**src/rtl/set_input_pkg.sv**
```systemverilog
// Shared types, constants and helpers for the set_input time/alarm editor.
// Optional build macro: SET_INPUT_DEBOUNCE_EN (see btn_cond).
package set_input_pkg;

    typedef logic [16:0] COUNTER_T;
    typedef logic        FLAG_T;
    typedef logic [5:0]  TIME_T;

    localparam COUNTER_T COUNTER_MAX = 17'd86399;
    localparam COUNTER_T MIN_TICK    = 17'd60;
    localparam COUNTER_T HOUR_TICK   = 17'd3600;

    localparam TIME_T HOUR_MAX = 6'd23;
    localparam TIME_T MIN_MAX  = 6'd59;
    localparam TIME_T SEC_MAX  = 6'd59;

    localparam logic [1:0] FIELD_NONE = 2'd0;
    localparam logic [1:0] FIELD_HOUR = 2'd1;
    localparam logic [1:0] FIELD_MIN  = 2'd2;
    localparam logic [1:0] FIELD_SEC  = 2'd3;

    typedef enum logic [2:0] {IDLE, LOAD, HOUR, MIN, SEC} state_t;
    typedef enum logic {TGT_TIME, TGT_ALARM} target_t;

    function automatic COUNTER_T compose(TIME_T h, TIME_T m, TIME_T s);
        return COUNTER_T'(h) * HOUR_TICK
             + COUNTER_T'(m) * MIN_TICK
             + COUNTER_T'(s);
    endfunction

    // Wrapping step of one field; no carry into neighbours.
    function automatic TIME_T step(TIME_T v, TIME_T max, logic up);
        if (up)
            return (v >= max) ? 6'd0 : v + 6'd1;
        return (v == 6'd0) ? max : v - 6'd1;
    endfunction

endpackage

```
**src/rtl/set_input_if.sv**
```systemverilog
// Button, timestamp and setpoint bundle between a controller and set_input.
// Optional build macro: SET_INPUT_DEBOUNCE_EN (no effect on this bundle).
import set_input_pkg::*;

interface set_input_if;
    logic     btn_set;
    logic     btn_alarm_set;
    logic     btn_alarm_toggle;
    logic     btn_inc;
    logic     btn_dec;
    logic     btn_next;
    logic     btn_cancel;
    COUNTER_T counter_state;
    FLAG_T    set_flag;
    COUNTER_T set_time;
    FLAG_T    alarm_flag;
    COUNTER_T alarm_time;
    logic [1:0] edit_field;
    logic     busy;

    modport master (
        output btn_set, btn_alarm_set, btn_alarm_toggle,
        output btn_inc, btn_dec, btn_next, btn_cancel,
        output counter_state,
        input  set_flag, set_time, alarm_flag, alarm_time,
        input  edit_field, busy
    );

    modport slave (
        input  btn_set, btn_alarm_set, btn_alarm_toggle,
        input  btn_inc, btn_dec, btn_next, btn_cancel,
        input  counter_state,
        output set_flag, set_time, alarm_flag, alarm_time,
        output edit_field, busy
    );
endinterface

```
**src/rtl/set_input_btn_cond.sv**
```systemverilog
// Raw button -> one-cycle press pulse (sync, optional debounce, edge detect).
// Optional build macro: SET_INPUT_DEBOUNCE_EN enables the stability filter.
module btn_cond #(
    parameter int DEBOUNCE_CYCLES = 4
) (
    input  logic clock,
    input  logic reset,
    input  logic raw,
    output logic press
);

    if (DEBOUNCE_CYCLES < 1) begin : g_cfg_check
        $error("btn_cond: DEBOUNCE_CYCLES must be at least 1");
    end

    logic s1, s2, lvl, lvl_q;

    always_ff @(posedge clock or posedge reset) begin
        if (reset) begin
            s1    <= 1'b0;
            s2    <= 1'b0;
            lvl_q <= 1'b0;
        end else begin
            s1    <= raw;
            s2    <= s1;
            lvl_q <= lvl;
        end
    end

`ifdef SET_INPUT_DEBOUNCE_EN
    localparam int CW = $clog2(DEBOUNCE_CYCLES + 1);
    logic [CW-1:0] cnt;

    // Accept a new level only after it has held for DEBOUNCE_CYCLES cycles.
    always_ff @(posedge clock or posedge reset) begin
        if (reset) begin
            cnt <= '0;
            lvl <= 1'b0;
        end else if (s2 == lvl) begin
            cnt <= '0;
        end else if (cnt == CW'(DEBOUNCE_CYCLES - 1)) begin
            cnt <= '0;
            lvl <= s2;
        end else begin
            cnt <= cnt + 1'b1;
        end
    end
`else
    assign lvl = s2;
`endif

    assign press = lvl & ~lvl_q;

endmodule

```
**src/rtl/set_input.sv**
```systemverilog
// Time / alarm setpoint editor: capture, split into h/m/s, edit, commit.
// Optional build macro: SET_INPUT_DEBOUNCE_EN adds button debounce.
import set_input_pkg::*;

module set_input #(
    parameter int DEBOUNCE_CYCLES = 4
) (
    input  logic        clock,
    input  logic        reset,
    set_input_if.slave  bus
);

    localparam int P_SET    = 0;
    localparam int P_ASET   = 1;
    localparam int P_TOG    = 2;
    localparam int P_INC    = 3;
    localparam int P_DEC    = 4;
    localparam int P_NEXT   = 5;
    localparam int P_CANCEL = 6;

    logic [6:0] raw, press;

    assign raw = {bus.btn_cancel, bus.btn_next, bus.btn_dec,
                  bus.btn_inc, bus.btn_alarm_toggle,
                  bus.btn_alarm_set, bus.btn_set};

    for (genvar i = 0; i < 7; i++) begin : g_btn
        btn_cond #(.DEBOUNCE_CYCLES(DEBOUNCE_CYCLES)) u_btn (
            .clock (clock),
            .reset (reset),
            .raw   (raw[i]),
            .press (press[i])
        );
    end

    state_t     state;
    target_t    target;
    COUNTER_T   cap, rem, nrem, cap_in, composed;
    TIME_T      hr, mn, sc, nhr, nmn;
    FLAG_T      saved_flag;
    FLAG_T      set_flag_r, alarm_flag_r;
    COUNTER_T   set_time_r, alarm_time_r;
    logic [1:0] edit_field_r;
    logic       busy_r;

    assign cap_in = (bus.counter_state > COUNTER_MAX) ?
                    COUNTER_MAX : bus.counter_state;
    assign composed = compose(hr, mn, sc);

    // One subtraction per LOAD cycle: hours first, then minutes.
    always_comb begin
        nrem = rem;
        nhr  = hr;
        nmn  = mn;
        if (rem >= HOUR_TICK) begin
            nrem = rem - HOUR_TICK;
            nhr  = hr + 6'd1;
        end else if (rem >= MIN_TICK) begin
            nrem = rem - MIN_TICK;
            nmn  = mn + 6'd1;
        end
    end

    always_ff @(posedge clock or posedge reset) begin
        if (reset) begin
            state        <= IDLE;
            target       <= TGT_TIME;
            cap          <= '0;
            rem          <= '0;
            hr           <= '0;
            mn           <= '0;
            sc           <= '0;
            saved_flag   <= 1'b0;
            set_flag_r   <= 1'b0;
            set_time_r   <= '0;
            alarm_flag_r <= 1'b0;
            alarm_time_r <= '0;
            edit_field_r <= FIELD_NONE;
            busy_r       <= 1'b0;
        end else begin
            if (target == TGT_TIME && busy_r && state != LOAD)
                set_time_r <= composed;
            unique case (state)
                IDLE: begin
                    if (press[P_SET]) begin
                        cap    <= cap_in;
                        rem    <= cap_in;
                        target <= TGT_TIME;
                        hr     <= '0;
                        mn     <= '0;
                        sc     <= '0;
                        busy_r <= 1'b1;
                        state  <= LOAD;
                    end else if (press[P_ASET]) begin
                        cap          <= alarm_time_r;
                        rem          <= alarm_time_r;
                        target       <= TGT_ALARM;
                        saved_flag   <= alarm_flag_r;
                        alarm_flag_r <= 1'b0;
                        hr           <= '0;
                        mn           <= '0;
                        sc           <= '0;
                        busy_r       <= 1'b1;
                        state        <= LOAD;
                    end else if (press[P_TOG]) begin
                        alarm_flag_r <= ~alarm_flag_r;
                    end
                end
                LOAD: begin
                    rem <= nrem;
                    hr  <= nhr;
                    mn  <= nmn;
                    if (nrem < MIN_TICK) begin
                        sc           <= nrem[5:0];
                        edit_field_r <= FIELD_HOUR;
                        state        <= HOUR;
                        if (target == TGT_TIME) begin
                            set_flag_r <= 1'b1;
                            set_time_r <= cap;
                        end
                    end
                end
                HOUR, MIN, SEC: begin
                    if (press[P_CANCEL]) begin
                        state        <= IDLE;
                        busy_r       <= 1'b0;
                        edit_field_r <= FIELD_NONE;
                        if (target == TGT_TIME) begin
                            set_time_r <= cap;
                            set_flag_r <= 1'b0;
                        end else begin
                            alarm_flag_r <= saved_flag;
                        end
                    end else if (press[P_NEXT]) begin
                        if (state == HOUR) begin
                            state        <= MIN;
                            edit_field_r <= FIELD_MIN;
                        end else if (state == MIN) begin
                            state        <= SEC;
                            edit_field_r <= FIELD_SEC;
                        end else begin
                            state        <= IDLE;
                            busy_r       <= 1'b0;
                            edit_field_r <= FIELD_NONE;
                            if (target == TGT_TIME) begin
                                set_flag_r <= 1'b0;
                                set_time_r <= composed;
                            end else begin
                                alarm_time_r <= composed;
                                alarm_flag_r <= 1'b1;
                            end
                        end
                    end else if (press[P_INC] || press[P_DEC]) begin
                        if (state == HOUR)
                            hr <= step(hr, HOUR_MAX, press[P_INC]);
                        else if (state == MIN)
                            mn <= step(mn, MIN_MAX, press[P_INC]);
                        else
                            sc <= step(sc, SEC_MAX, press[P_INC]);
                    end
                end
                default: state <= IDLE;
            endcase
        end
    end

    assign bus.set_flag   = set_flag_r;
    assign bus.set_time   = set_time_r;
    assign bus.alarm_flag = alarm_flag_r;
    assign bus.alarm_time = alarm_time_r;
    assign bus.edit_field = edit_field_r;
    assign bus.busy       = busy_r;

endmodule
```
**src/flat_wrapper.sv**
```systemverilog
// flat-port wrapper written by rule: the top's interface ports become plain ports
module set_input_flat 
#(
    parameter int DEBOUNCE_CYCLES = 4
)
  (clock, reset, bus_btn_set, bus_btn_alarm_set, bus_btn_alarm_toggle, bus_btn_inc, bus_btn_dec, bus_btn_next, bus_btn_cancel, bus_counter_state, bus_set_flag, bus_set_time, bus_alarm_flag, bus_alarm_time, bus_edit_field, bus_busy);
  set_input_if bus_i ();
  input  logic clock;
  input  logic reset;
  input wire logic [$bits(bus_i.btn_set)-1:0] bus_btn_set;
  input wire logic [$bits(bus_i.btn_alarm_set)-1:0] bus_btn_alarm_set;
  input wire logic [$bits(bus_i.btn_alarm_toggle)-1:0] bus_btn_alarm_toggle;
  input wire logic [$bits(bus_i.btn_inc)-1:0] bus_btn_inc;
  input wire logic [$bits(bus_i.btn_dec)-1:0] bus_btn_dec;
  input wire logic [$bits(bus_i.btn_next)-1:0] bus_btn_next;
  input wire logic [$bits(bus_i.btn_cancel)-1:0] bus_btn_cancel;
  input wire logic [$bits(bus_i.counter_state)-1:0] bus_counter_state;
  output wire logic [$bits(bus_i.set_flag)-1:0] bus_set_flag;
  output wire logic [$bits(bus_i.set_time)-1:0] bus_set_time;
  output wire logic [$bits(bus_i.alarm_flag)-1:0] bus_alarm_flag;
  output wire logic [$bits(bus_i.alarm_time)-1:0] bus_alarm_time;
  output wire logic [$bits(bus_i.edit_field)-1:0] bus_edit_field;
  output wire logic [$bits(bus_i.busy)-1:0] bus_busy;
  assign bus_i.btn_set = bus_btn_set;
  assign bus_i.btn_alarm_set = bus_btn_alarm_set;
  assign bus_i.btn_alarm_toggle = bus_btn_alarm_toggle;
  assign bus_i.btn_inc = bus_btn_inc;
  assign bus_i.btn_dec = bus_btn_dec;
  assign bus_i.btn_next = bus_btn_next;
  assign bus_i.btn_cancel = bus_btn_cancel;
  assign bus_i.counter_state = bus_counter_state;
  assign bus_set_flag = bus_i.set_flag;
  assign bus_set_time = bus_i.set_time;
  assign bus_alarm_flag = bus_i.alarm_flag;
  assign bus_alarm_time = bus_i.alarm_time;
  assign bus_edit_field = bus_i.edit_field;
  assign bus_busy = bus_i.busy;
  set_input #(.DEBOUNCE_CYCLES(DEBOUNCE_CYCLES)) u_core (.clock(clock), .reset(reset), .bus(bus_i));
endmodule
```
**config.mk**
```make
export PLATFORM = sky130hd
export DESIGN_NAME = set_input_flat
export DESIGN_NICKNAME = d
export VERILOG_FILES = /design/src/rtl/set_input_pkg.sv /design/src/rtl/set_input_if.sv /design/src/rtl/set_input_btn_cond.sv /design/src/rtl/set_input.sv /design/src/flat_wrapper.sv
export SDC_FILE = /design/constraint.sdc
export NUM_CORES = 1
export LEC_CHECK = 0
export CAP_MARGIN = 10
export CORE_MARGIN = 2
export CORE_UTILIZATION = 60
export DETAILED_ROUTE_END_ITERATION = 10
export DONT_BUFFER_PORTS = 1
export PLACE_DENSITY_LB_ADDON = 0.05
export SLEW_MARGIN = 5
export SYNTH_ARGS = -nofsm -noshare
export SYNTH_HDL_FRONTEND = slang
export SYNTH_HIERARCHICAL = 1
export SYNTH_SLANG_ARGS = --single-unit
export TNS_END_PERCENT = 5
```
**constraint.sdc**
```tcl
create_clock -name clock -period 10.8 [get_ports clock]
set_input_delay 2.7 -clock clock [delete_from_list [all_inputs] [get_ports clock]]
set_output_delay 2.7 -clock clock [all_outputs]
set_load 0.1 [all_outputs]
```
# --- Word level (Yosys, flattened, before mapping) ---
# Index checks and enable logic that the tools add are counted.
totals:
  ram_bits: 0
  register_bits: 117
  inputBits: 26
  output_inout_bits: 39
  rom_bits: 0
  latchBits: 0
  mem_count: 0
classes:
  n_shift: 0
  n_addsub: 10
  order_cmp: 7
  n_reduce_logical: 25
  n_eq_ne: 24
  n_mul: 2
  muxes: 108
  n_bitwise: 20
  n_div: 0
op_table:
  columns: ["operator", "count"]
  rows:
  - ["17-bit two-way mux", 13]
  - ["6-bit two-way mux", 32]
  - ["17-bit one-hot mux with 2 select lines", 2]
  - ["6-bit one-hot mux with 3 select lines", 3]
  - ["1-bit two-way mux", 41]
  - ["3-bit two-way mux", 7]
  - ["6-bit by 1-bit adder with 6-bit output (second input constant)", 3]
  - ["6-bit logical NOT", 3]
  - ["6-bit by 1-bit subtractor with 6-bit output (second input constant)", 3]
  - ["17-bit by 12-bit adder with 17-bit output", 1]
  - ["17-bit by 6-bit adder with 17-bit output", 1]
  - ["17-bit by 12-bit greater-or-equal comparator with 1-bit output (second input constant)", 1]
  - ["17-bit by 6-bit greater-or-equal comparator with 1-bit output (second input constant)", 1]
  - ["17-bit > comparator (second input constant)", 1]
  - ["17-bit by 6-bit less-than comparator with 1-bit output (second input constant)", 1]
  - ["17-bit by 12-bit subtractor with 17-bit output (second input constant)", 1]
  - ["17-bit by 6-bit subtractor with 17-bit output (second input constant)", 1]
  - ["3-bit inequality test (second input constant)", 5]
  - ["2-bit by 1-bit inequality test with 1-bit output (second input constant)", 7]
  - ["2-bit inequality test (second input constant)", 7]
  - ["7-bit AND reduction", 2]
  - ["6-bit by 8-bit multiplier with 13-bit output (second input constant)", 1]
  - ["1-bit NOT", 13]
  - ["6-bit greater-or-equal comparator (second input constant)", 2]
  - ["23 further kinds", 44]

# --- Logic depth before layout (Yosys ltp) ---
# Gate-level depths: netlist of run 1.
depth:
  word_depth: 16
  depth_mapped: 21
  ltp_nobuf: 21

# --- Cells and area by module ---
# Netlist of run 1, hierarchy kept.
by_module_without_submodules:
  columns: ["module", "n_inst", "cells_each", "area_per_inst_um2", "seq_area_each_um2"]
  rows:
  - ["set_input", 1, 1030, 8511.9, 2402.3]
  - ["btn_cond", 7, 5, 92.6, 75.1]

# --- Least setup slack after synthesis of run 1 ---
# No wires, ideal clock.
synth_path:
  path_kind: "reg-to-reg"
  startpoint: "register u_core.mn[3]"
  endpoint: "register u_core.set_time_r[15], in the netlist u_core/bus.set_time[15]"
  arrival_time_ps: 4678
  stages_incl_launch_ff: 20
  period_less_slack_ps: 4804
  path_slack_ps: 5996
  path_buffers: 0
  path_cell_list: "dfrtp_1 inv_1 fa_1 fa_1 inv_1 ha_1 a21oi_1 o21bai_1 a21oi_1 xnor2_1 ha_1 ha_1 or3_1 o21ai_0 nand2b_1 o21ba_2 nor2_1 xnor2_1 a21oi_1 a311o_1"
synth_between:
  elab_chain_len: 10
  word_cells_on_any_way: 12
  classes_between: "2 x add/sub; 1 x mul; 9 x mux"
synth_lines:
  columns: ["element", "line_no", "source"]
  rows:
  - ["from (decl)", "set_input.sv:39", "TIME_T hr, mn, sc, nhr, nmn;"]
  - ["from (signal assigned)", "set_input.sv:112", "mn <= nmn;"]
  - ["from (signal assigned)", "set_input.sv:157", "mn <= step(mn, MIN_MAX, press[P_INC]);"]
  - ["6-bit by 4-bit multiplier with 10-bit output (*)", "set_input_pkg.sv:27", "+ COUNTER_T'(m) * MIN_TICK"]
  - ["17-bit by 12-bit adder with 17-bit output (*)", "set_input_pkg.sv:27", null]
  - ["17-bit by 6-bit adder with 17-bit output (*)", "set_input_pkg.sv:28", "+ COUNTER_T'(s);"]
  - ["17-bit two-way mux", "set_input.sv:81", "if (target == TGT_TIME && busy_r && state != LOAD)"]
  - ["17-bit two-way mux", "set_input.sv:145", "if (target == TGT_TIME) begin"]
  - ["17-bit two-way mux", "set_input.sv:138", "end else if (state == MIN) begin"]
  - ["17-bit two-way mux", "set_input.sv:135", "if (state == HOUR) begin"]
  - ["17-bit two-way mux", "set_input.sv:134", "end else if (press[P_NEXT]) begin"]
  - ["17-bit two-way mux", "set_input.sv:124", "if (press[P_CANCEL]) begin"]
  - ["17-bit one-hot mux with 2 select lines (*)", "set_input.sv:83", "unique case (state)"]
  - ["to (signal assigned)", "set_input.sv:82", "set_time_r <= composed;"]
  - ["to (signal assigned)", "set_input.sv:129", "set_time_r <= cap;"]
  - ["to (signal assigned)", "set_input.sv:147", "set_time_r <= composed;"]
  - ["to (decl)", "set_input.sv:42", "COUNTER_T set_time_r, alarm_time_r;"]
# Mark *: on every way between the ends. The rest lies on a longest branch, timed or not.
# A chain may end at the register's enable or synchronous reset.

# --- Worst setup path after layout of run 1 ---
# Ends and elaborated chain as after synthesis.

==> flow_summary.json, run 1 <==
{
  "hpwl_um": 18200,
  "final_hold_viol_count": 0,
  "synthTopCellsByCount": "nand2_1 (159), dfrtp_1 (117), o21ai_0 (79), ha_1 (78), a21oi_1 (74)",
  "dieArea_mm2": 0.0163,
  "rsz0062_at_grt": "false",
  "clk_latency_ns": 0.42,
  "syn-num-nets": 1186,
  "multi_input_area_mm2": 0.00574,
  "path_max_fanout": 9,
  "tightestPinTransition_ns": 1.06,
  "drt_iter0_drc": 794,
  "avgRoutedWirePerCell_um": 20.2,
  "wl_met2_um": 11600,
  "holdPathEnd": "u_core/g_btn[2].u_btn/lvl",
  "die_y_um": 128,
  "cts_made_buffers": 17,
  "ant_nets": 0,
  "seqCellArea_mm2": 0.00293,
  "ys_seq_elements": 117,
  "via_per_inst": 6.47,
  "cts_tree": "built",
  "grt_max_degree": 65,
  "max_stage_delay_ns": 0.55,
  "post-route-drc-count": 0,
  "path_clk_slew_ns": 0.06,
  "async_flop_share": 1.00,
  "postSynthAreaPerCell_um2": 8.60,
  "rows": 45,
  "reg2reg_to": "u_core/bus.set_time[15]",
  "period_share": 0.486,
  "synth_fa_ha_area_frac": 0.144,
  "track_usage": 0.317,
  "cp.arrival_ns": 5.55,
  "fp.dieW_um": 128,
  "drive_gt1_frac": 0.0581,
  "fill_cells": 1254,
  "synthCells": 1065,
  "ios": 65,
  "drv_cap": 0,
  "synth.area.mux_share": 0.0463,
  "period_needed_ns": 5.25,
  "cp_cell_sequence": "inv_1 -> fa_1 -> fa_1 -> inv_1 -> ha_1 -> a21oi_1 -> o21bai_1 -> a21oi_1 -> xnor2_1 -> ha_1 -> ha_1 -> or3_1 -> o21ai_0 -> nand2b_1 -> o21ba_2 -> nor2_1 -> xnor2_1 -> a21oi_1 -> a311o_1",
  "antenna_found_initial": 0,
  "cts.sinks": 117,
  "syn-cell-area_mm2": 0.00916,
  "hold_start": "u_core/g_btn[2].u_btn/s1",
  "areaGrowthSynthToFinish_pct": 7.57,
  "yosysTopAreaCellShare": 0.320,
  "final_nets": 1158,
  "r2r_start": "u_core/mn[3]",
  "synth_xor_area_frac": 0.0335,
  "grt_pass1_wl_um": 40500,
  "maxSlewViolCount": 0,
  "ys_seq_area_frac": 0.320,
  "fin_cells": 1238,
  "ys.flop_type": "dfrtp_1",
  "synth.yosys.warnings": 6,
  "critical_path_class": "flip-flop to flip-flop",
  "synth_top_family_by_area": "compound AO/OA/AOI/OAI gates",
  "drtPass1Iterations": 7,
  "post_cts_buffers": 0,
  "cts.hold.buffers_added": 0,
  "htree_levels": 4,
  "post_dp_cell_area_mm2": 0.00925,
  "antenna_cells": 0,
  "met1_length_um": 11100,
  "r2r_slack_ns": 5.55,
  "rr_worst_depth": 19,
  "initial_core_util": 0.609,
  "yosys.area.top_type": "dfrtp_1",
  "routed.top_layer": "met4",
  "status": "finished, final reports clean",
  "cts_resized": 0,
  "port_buffers": 0,
  "stdcell_area_mm2": 0.00985,
  "synth.distinct_cells": 74,
  "maxSlewHeadroom": 0.293,
  "start_kind": "flip-flop",
  "setup_viol": 0,
  "worst-endpoint-required_ns": 11.10,
  "grt_remaining_overflow": 0,
  "clock_path_buffers": 2,
  "fmax_mhz": 191,
  "setup_tns_ns": 0,
  "fin_skew_ns": 0.0136,
  "synth_compound_area_frac": 0.230,
  "core_area_mm2": 0.0150,
  "worstHoldPathCells": 0,
  "clockRootBuffer": "clkbuf_16",
  "grt_pass1_vias": 7558,
  "synth.most_common_cell": "nand2_1",
  "dp.cells": 1206,
  "synth-simple-area-share": 0.173,
  "vias": 8008,
  "wl_um": 25100,
  "worst_setup_path_end_kind": "flip-flop",
  "wl_met3_um": 1770,
  "slowest_stage": "dfrtp_1",
  "hold_path.class": "flip-flop to flip-flop",
  "synth.top_cells.by_area": "dfrtp_1 (32%), ha_1 (11%), nand2_1 (6.5%), o21ai_0 (4.3%), mux2i_1 (4.3%)",
  "synth_edf_count": 0,
  "gp_congestion": 0.923
}
## cells in the final DEF, fill, tap and decap left out, drive strengths merged, types with 7 or more instances in the layout
master,netlist,layout
a21oi,74,74
nor2,63,63
a31oi,11,11
nand3,28,28
a22oi,7,7
o21ai,79,79
and3,9,9
ha,78,78
xnor2,30,30
o21a,7,7
o211ai,23,23
a211oi,14,14
nand2,159,159
fa,17,17
nor2b,11,11
inv,70,73
buf,8,10
or3,8,8
dfrtp,117,117
a21o,12,12
nor3,18,18
mux2i,39,39
clkbuf,49,18
o221ai,24,24
## kinds of logic (layout without fill, tap and decap cells)
group | count (synthesis) | in the layout
buf+inv | 127 | 112
compound gates | 317 | 317
mux | 42 | 42
flops | 117 | 117
xor+xnor | 35 | 35
fa+ha+maj | 95 | 95
simple gates | 332 | 332
## stage by stage
stage | setup slack [ns] | utilization | hold WS [ns]
3_5_place_dp | 5.59 | 0.615 | 0.336
4_1_cts | 5.57 | 0.655 | 0.348
5_1_grt | 5.06 | 0.655 | 0.348
2_1_floorplan | 5.59 | - | 0.331
3_3_place_gp | 5.69 | 0.615 | 0.334
6_report | 5.55 | 0.655 | 0.347
## metal layers
metal | GRT usage | up-vias
met2 | 0.505 | 330
met1 | 0.437 | 3845
met3 | 0.0683 | 46
met5 | 0 | -
li1 | - | 3787
met4 | 0.0957 | 0
## worst max-delay path: cells and delay by family (launching register included)
family	cells	cell delay, ns
flops	1	0.55
xor+xnor	2	0.38
compound gates	7	1.32
fa+ha+maj	5	1.95
buf+inv	2	0.29
simple gates	3	0.64
## flip-flops by register name, indices dropped and copies added, names as in the netlist, 3 cells and up
signal,cells
u_core/bus.alarm_time,17
u_core/bus.set_time,17
u_core/cap,17
u_core/rem,17
u_core/g_btn.u_btn/lvl,7
u_core/g_btn.u_btn/lvl_q,7
u_core/g_btn.u_btn/s1,7
u_core/hr,6
u_core/mn,6
u_core/sc,6
u_core/state,3
## cell type report
type,instances,area share
clock buffer,18,0.0436
clock inverter,14,0.0180
inverter,70,0.0269
multi-input combinational,821,0.583
sequential,117,0.297
tap,188,0.0239
timing repair buffer,10,0.00762
## worst max-delay path by stage
stage,from,endpoint,slack (ns)
after floorplan,reset,u_core/bus.alarm_flag,5.59
after global placement,u_core/mn[3],u_core/bus.set_time[14],5.69
after detailed placement,u_core/mn[3],u_core/bus.set_time[14],5.59
after CTS,u_core/mn[3],u_core/bus.set_time[15],5.57
after global routing,u_core/mn[3],u_core/bus.set_time[15],5.06
final,u_core/mn[3],u_core/bus.set_time[15],5.55
Power of run 1 is left out: the tool's default activity adds up to more than one toggle a clock period on the data nets, which glitch-free logic cannot reach.
==> run 2, diff against run 1 <==
==> constraint.sdc (replaced) <==
create_clock -name clock -period 5.28 [get_ports clock]
set_input_delay 1.32 -clock clock [delete_from_list [all_inputs] [get_ports clock]]
set_output_delay 1.32 -clock clock [all_outputs]
set_load 0.1 [all_outputs]
==> run 2 against run 1 <==
Sequential share of layout area hardly changed. Worst setup slack lost 5.3 ns. Wire length rose by 1.5%. Cell count up 0.48%. Via count fell by 0.59%. Design area up 0.17%. First-iteration DRC count down 7.4%. Clock skew shrank 0.0057 ns. Highest routed layer unchanged. Critical path type unchanged. Sequential cell count unchanged.
==> flow_summary.json, run 2 (same netlist as run 1, synthesis figures left out) <==
{
  "cts_made_buffers": 17,
  "clock_path_buffers": 2,
  "rsz0062_at_grt": "false",
  "maxSlewHeadroom": 0.183,
  "ios": 65,
  "mostFrequentLayoutCell": "nand2_1",
  "grt_pass1_wl_um": 41000,
  "period_needed_ns": 4.99,
  "clk_latency_ns": 0.43,
  "dieArea_mm2": 0.0163,
  "post-route-drc-count": 0,
  "wl_um": 25400,
  "core_area_mm2": 0.0150,
  "die_y_um": 128,
  "avgRoutedWirePerCell_um": 20.4,
  "endpoint": "u_core/bus.set_time[15]",
  "critical_path_class": "flip-flop to flip-flop",
  "reg2reg_to": "u_core/bus.set_time[15]",
  "antenna_found_initial": 0,
  "mostFrequentLayoutCells": "nand2_1 (159), dfrtp_1 (117), ha_1 (78), o21ai_0 (76), a21oi_1 (73)",
  "clockRootBuffer": "clkbuf_16",
  "wl_met3_um": 1580,
  "port_buffers": 0,
  "tightestPinTransition_ns": 1.22,
  "cts_tree": "built",
  "drv_cap": 0,
  "vias": 7961,
  "setup_viol": 0,
  "drive_gt1_frac": 0.0672,
  "start_kind": "flip-flop",
  "gp_congestion": 0.953,
  "period_share": 0.945,
  "worst_setup_path_end_kind": "flip-flop",
  "path_max_fanout": 7,
  "cts.sinks": 117,
  "routed.top_layer": "met4",
  "grt_pass1_vias": 7605,
  "areaGrowthSynthToFinish_pct": 7.74,
  "r2r_slack_ns": 0.29,
  "critPathLaunch": "u_core/mn[0]",
  "antenna_cells": 0,
  "wl_met2_um": 11600,
  "htree_levels": 4,
  "met1_length_um": 11500,
  "cp.arrival_ns": 5.35,
  "drt_iter0_drc": 735,
  "track_usage": 0.323,
  "rows": 45,
  "final_nets": 1164,
  "via_per_inst": 6.40,
  "maxSlewViolCount": 0,
  "status": "finished, final reports clean",
  "grt_remaining_overflow": 0,
  "setup_tns_ns": 0,
  "fin_skew_ns": 0.00784,
  "ant_nets": 0,
  "initial_core_util": 0.609,
  "hold_path.class": "flip-flop to flip-flop",
  "fp.dieW_um": 128,
  "fmax_mhz": 201,
  "rr_worst_depth": 18,
  "drtPass1Iterations": 5,
  "worst-endpoint-required_ns": 5.65,
  "hpwl_um": 18600,
  "r2r_start": "u_core/mn[0]",
  "path_clk_slew_ns": 0.06,
  "grt_max_degree": 68,
  "final_hold_viol_count": 0
}
## run 2: cell types whose count changed in the layout (fill, tap and decap cells not counted), moves of 2 or more
cell       change
o21ai_1        +2
bufinv_16      -3
inv_6          +2
clkinv_4       +2
o21ai_0        -2
buf_4          +6
## run 2: critical path, cell delays in order (launching register included)
cell	delay [ns]
dfrtp_1	0.48
fa_1	0.62
fa_1	0.45
ha_1	0.30
a21o_1	0.19
a21oi_2	0.17
o21bai_1	0.08
a21oi_1	0.24
xnor2_1	0.15
ha_1	0.25
ha_1	0.34
or3_1	0.37
o21ai_0	0.14
nand2b_1	0.20
o21ba_2	0.16
nor2_1	0.06
xnor2_2	0.15
a2111oi_2	0.42
a311o_1	0.16
## run 2: how the worst min path moves through the flow
| stage | endpoint | cells past startpoint | from | slack (ns) |
|---|---|---|---|---|
| 2_1_floorplan | u_core/g_btn[0].u_btn/lvl | 0 | u_core/g_btn[0].u_btn/s1 | 0.33 |
| 3_3_place_gp | u_core/g_btn[1].u_btn/lvl | 0 | u_core/g_btn[1].u_btn/s1 | 0.33 |
| 3_5_place_dp | u_core/g_btn[2].u_btn/lvl | 0 | u_core/g_btn[2].u_btn/s1 | 0.33 |
| 4_1_cts | u_core/g_btn[2].u_btn/lvl | 0 | u_core/g_btn[2].u_btn/s1 | 0.35 |
| 5_1_grt | u_core/g_btn[2].u_btn/lvl | 0 | u_core/g_btn[2].u_btn/s1 | 0.36 |
| 6_report | u_core/g_btn[2].u_btn/lvl | 0 | u_core/g_btn[2].u_btn/s1 | 0.35 |
## run 2: timing repair
item	in CTS	in global routing
buffers inserted	0	0
resized for setup	0	5
hold buffers	0	0
setup endpoints to repair	0	2
## run 2: area by class of cell
cell class                      instances  area [µm²]
Clock buffer                           18         439
Clock inverter                         14         121
Fill cell                            1287        5160
Inverter                               70         265
Multi-Input combinational cell        821        5760
Sequential cell                       117        2930
Tap cell                              188         235
Timing Repair Buffer                   16         120
## run 2: through the flow
stage / hold WS (ns) / setup slack, ns / std cells / utilization / cell area (µm²)
4_1_cts: 0.347 / 0.248 / 1244 / 0.655 / 9850
6_report: 0.346 / 0.293 / 1244 / 0.657 / 9870
3_3_place_gp: 0.333 / 0.416 / 1212 / 0.618 / 9290
2_1_floorplan: 0.331 / 0.476 / 1065 / - / 9160
3_5_place_dp: 0.335 / 0.296 / 1212 / 0.618 / 9290
5_1_grt: 0.362 / 0.0199 / 1244 / 0.657 / 9870
## run 2: layer usage
metal / vias up / GRT usage
met3: 45 / 0.0704
met1: 3851 / 0.446
met2: 274 / 0.503
li1: 3791 / -
met5: - / 0
met4: 0 / 0.114
Power of run 2 is left out for the same reason.
